## src/rtl/mult_pkg.sv

```systemverilog
// rtl/mult_pkg.sv - shared state type and sign helpers for the shift-add multiplier
package mult_pkg;

  typedef enum logic [1:0] {IDLE, CALC, DONE} mult_state_t;

  localparam int DEFAULT_WIDTH = 8;

  // Callers sign-extend into 32 bits first; the magnitude of the most negative
  // narrow value still fits once truncated back to the operand width.
  function automatic logic [31:0] magnitude(input logic [31:0] v);
    return v[31] ? (~v + 32'd1) : v;
  endfunction

  function automatic logic [63:0] negate(input logic [63:0] v);
    return ~v + 64'd1;
  endfunction

endpackage

```

## src/rtl/seq_multiplier.sv

```systemverilog
// rtl/seq_multiplier.sv - multi-cycle shift-add multiplier, signed/unsigned per operation
module seq_multiplier
  import mult_pkg::*;
#(
  parameter int WIDTH = DEFAULT_WIDTH
) (
  input  logic               clk,
  input  logic               reset,
  input  logic               start,
  input  logic               signed_mode,
  input  logic [WIDTH-1:0]   A,
  input  logic [WIDTH-1:0]   B,
  output logic               busy,
  output logic               done,
  output logic [2*WIDTH-1:0] C
);

  localparam int CW = $clog2(WIDTH + 1);
  localparam int PW = 2 * WIDTH;

  mult_state_t    state;
  logic [CW-1:0]  cnt;
  logic [WIDTH-1:0] mcand;
  logic [PW-1:0]  acc;
  logic           sign;

  logic [WIDTH:0] psum;
  logic [PW-1:0]  acc_next;

  // acc holds the running high half above the not-yet-consumed multiplier bits;
  // the adder carry lands in the top bit as everything shifts right by one.
  always_comb begin
    psum     = {1'b0, acc[PW-1:WIDTH]} + (acc[0] ? {1'b0, mcand} : '0);
    acc_next = {psum, acc[WIDTH-1:1]};
  end

  always_ff @(posedge clk) begin
    if (reset) begin
      state <= IDLE;
      cnt   <= '0;
      mcand <= '0;
      acc   <= '0;
      sign  <= 1'b0;
      busy  <= 1'b0;
      done  <= 1'b0;
      C     <= '0;
    end else begin
      case (state)
        IDLE: begin
          if (start) begin
            mcand <= signed_mode ? WIDTH'(magnitude(32'($signed(A)))) : A;
            acc   <= {{WIDTH{1'b0}},
                      signed_mode ? WIDTH'(magnitude(32'($signed(B)))) : B};
            sign  <= signed_mode & (A[WIDTH-1] ^ B[WIDTH-1]);
            cnt   <= '0;
            busy  <= 1'b1;
            state <= CALC;
          end
        end
        CALC: begin
          acc <= acc_next;
          cnt <= cnt + CW'(1);
          if (cnt == CW'(WIDTH - 1)) begin
            state <= DONE;
            done  <= 1'b1;
            C     <= sign ? PW'(negate(64'(acc_next))) : acc_next;
          end
        end
        DONE: begin
          done  <= 1'b0;
          busy  <= 1'b0;
          cnt   <= '0;
          state <= IDLE;
        end
        default: begin
          state <= IDLE;
          busy  <= 1'b0;
          done  <= 1'b0;
        end
      endcase
    end
  end

endmodule

```

## config.mk

```make
export PLATFORM = sky130hd
export DESIGN_NAME = seq_multiplier
export DESIGN_NICKNAME = d
export VERILOG_FILES = /design/src/rtl/mult_pkg.sv /design/src/rtl/seq_multiplier.sv
export SDC_FILE = /design/constraint.sdc
export NUM_CORES = 1
export LEC_CHECK = 0
export CORE_UTILIZATION = 45
export CTS_CLUSTER_DIAMETER = 60
export DETAILED_ROUTE_END_ITERATION = 16
export PLACE_DENSITY = 0.67
export SYNTH_ARGS = -nofsm -noshare
export SYNTH_HDL_FRONTEND = slang
export SYNTH_SLANG_ARGS = --single-unit
```

## constraint.sdc

```tcl
create_clock -name clk -period 7.9 [get_ports clk]
set_input_delay 1.58 -clock clk [delete_from_list [all_inputs] [get_ports clk]]
set_output_delay 1.58 -clock clk [all_outputs]
set_load 0.005 [all_outputs]
```

==> summary.json <==
{
  "synthesis.area_per_instance_um2": 8.29,
  "tns_ns": 0,
  "hold_violations": 0,
  "cts_tree": "done",
  "post_cts_hold_buffer_count": 0,
  "io_port_bufs": 37,
  "worst_slew_pin_tran_ns": 1.11,
  "holdWs_ns": 0.462,
  "cts_repair_resize_count": 0,
  "finalSetupViolCount": 0,
  "drc": 0,
  "run_status": "finished clean",
  "final_critical_path_setup_slack_ns": 4.72,
  "die_h_um": 82.2,
  "place_ws_ns": 4.51,
  "crit_arrival_ns": 3.40,
  "global_route_wire_length_before_repair_um": 10100,
  "p_leak_nw": 1.25,
  "min_period_over_period_pct": 40.2,
  "post_drt_via_cell_ratio": 5.61,
  "start_util_pct": 47.7,
  "detailroute.via_count": 2543,
  "hold_class": "flip-flop to flip-flop",
  "fin_worst_skew_ns": 0.0112,
  "groute.usage.overall_pct": 19.6,
  "number_of_antenna_violations_at_the_first_check_in_global_routing": 0,
  "clkLatencyLatePin_ns": 0.31,
  "initialDrtViolationCount": 180,
  "firstDrtPassIters": 4,
  "yosys_warn_count": 0,
  "fill_cell_total_of_the_finished_layout": 591,
  "max_freq_mhz": 315,
  "post-cts-setup-buffers": 0,
  "drive_gt1_share_pct": 6.61,
  "number_of_global_route_vias_before_repair": 2173,
  "vdd_drop_max_mv": 0.0807,
  "post_synth_inst_count": 349,
  "max-cap-violations": 0,
  "dieArea_um2": 6750,
  "drt-total-wl_um": 6130,
  "setup.worst_path.end_class": "flip-flop",
  "slew-limit-headroom_pct": 26.1,
  "yosysSeqAreaShare_pct": 33.9,
  "worst_setup_start_kind": "flip-flop",
  "register_bit_count_reported_by_yosys": 49,
  "max-clock-path-buffers": 2,
  "drt.antenna.violating_nets": 0,
  "postSynthNetCount": 382,
  "cts-buffers-inserted": 5,
  "post-route-min-period_ns": 3.18,
  "diodes": 0,
  "clock_tree.htree_level_count": 2,
  "critical_path_class": "flip-flop to flip-flop",
  "total_power_density_per_cell_area_nw_per_um2": 158,
  "critical_path.max_fanout": 10,
  "clock_root_buffer": "clkbuf_8",
  "ys.flop_type": "dfxtp_1",
  "fp.dieW_um": 82.2,
  "synth_async_sr_flop_share_pct": 0,
  "routabilityCongestion": 0.838,
  "design.portCount": 38,
  "placement_rows": 28,
  "cts.sink_count": 49,
  "layout-area-overhead-vs-synth_pct": 17.1,
  "post_syn_area_um2": 2890,
  "core_um2": 6060,
  "synth_cell_type_count": 56,
  "synth_enable_flop_cells": 0,
  "post-dp-hpwl_um": 4490,
  "drv_slew": 0,
  "cp_data_required_time_ns": 8.12,
  "design.final.nets": 410,
  "cts.reportedPaths.clkPinSlew_ns": 0.10,
  "grt-ovfl-total": 0,
  "routedWlPerCell_um": 13.5,
  "largest_net_degree_at_the_start_of_global_routing": 50,
  "rsz0062_at_grt": "no"
}
layout by cell type (no fill, tap or decap), drive strengths merged, types with 6 or more instances in the layout:
cell type | netlist | layout
xnor2 | 7 | 7
nand2 | 28 | 28
clkdlybuf4s50 | 0 | 37
xor2 | 19 | 19
a211oi | 17 | 17
and2 | 10 | 10
o31ai | 8 | 8
a222oi | 6 | 6
dfxtp | 49 | 49
ha | 12 | 12
a21oi | 22 | 22
nand3 | 8 | 8
inv | 10 | 11
a22oi | 9 | 9
o21ai | 8 | 8
nor2 | 61 | 61
power breakdown:
part | internal [mW] | leakage (nW) | switching, mW
Clock | 0.0950 | 0.0585 | 0.0890
Sequential | 0.255 | 0.398 | 0.00992
Combinational | 0.0402 | 0.794 | 0.0468
state kept, by name, summed over array words and instances, names as in the netlist:
signal and cells:
acc 16, state 2, mcand 8, C 16, cnt 4, busy 1
done 1, sign 1
per-stage QoR:
step | cells | total power, mW | cell area (um2) | utilization [%]
after CTS | 453 | 0.540 | 3390 | 55.9
after floorplan | 349 | 0.330 | 2890 | -
after global placement | 445 | 0.355 | 3270 | 54.0
after global routing | 453 | 0.559 | 3390 | 55.9
after detailed placement | 445 | 0.357 | 3270 | 54.0
final | 453 | 0.536 | 3390 | 55.9
final timing paths:
kind | end | cells after the start | startpoint | slack (ns)
worst min-delay path | C[0] | 2 | C[0] | 0.46
worst max-delay path | C[13] | 9 | acc[0] | 4.72
worst max register to register | C[13] | 9 | acc[0] | 4.72
worst min register to register | C[0] | 2 | C[0] | 0.46
worst max-delay path, stage by stage (launching register included):
cell and delay [ns]:
dfxtp_1 0.47, and2_1 0.17, ha_1 0.22, fa_1 0.55, or4b_1 0.53, nor4_1 0.39, o22ai_2 0.20, o31ai_2 0.23
xor2_1 0.09, a211oi_1 0.23
synth_stat cells, types with 7 or more instances:
master / count / share of area [%]
nand3_1: 8 / 1.4
dfxtp_1: 49 / 34
o21ai_0: 7 / 1.2
a21oi_1: 22 / 3.8
a211oi_1: 16 / 4.2
a22oi_1: 9 / 2.3
nand2_1: 28 / 3.6
clkbuf_1: 14 / 1.8
and2_1: 10 / 2.2
ha_1: 12 / 5.2
xor2_1: 19 / 5.8
xnor2_1: 7 / 2.1
inv_1: 10 / 1.3
nor2_1: 61 / 7.9
layout make-up:
| cell class | instances | area, um2 | share of cell area (%) |
|---|---|---|---|
| flip-flops and latches | 49 | 981 | 29.0 |
| clock inverters | 3 | 43.8 | 1.29 |
| clock buffers | 5 | 68.8 | 2.03 |
| well taps | 75 | 93.8 | 2.77 |
| inverters | 10 | 37.5 | 1.11 |
| repair buffers | 39 | 385 | 11.4 |
| multi-input cells | 272 | 1780 | 52.5 |
routing by layer:
layer	GRT usage (%)	wire length [um]	up-vias
met2	30.9	2690	76
met1	26.7	3010	1144
li1	-	-	1317
met5	0	0	-
met3	4.07	351	6
met4	6.14	70	0
cells by family after synthesis:
kind of cell / synth area share [%]
AOI/OAI and AO/OA: 23.0
buffers and inverters: 4.72
adders and majority gates: 5.88
muxes: 1.08
xor gates and xnor gates: 7.88
DFF: 33.9
and+or+nand+nor: 23.5
No activity file was read; power rests on OpenSTA's default activity.
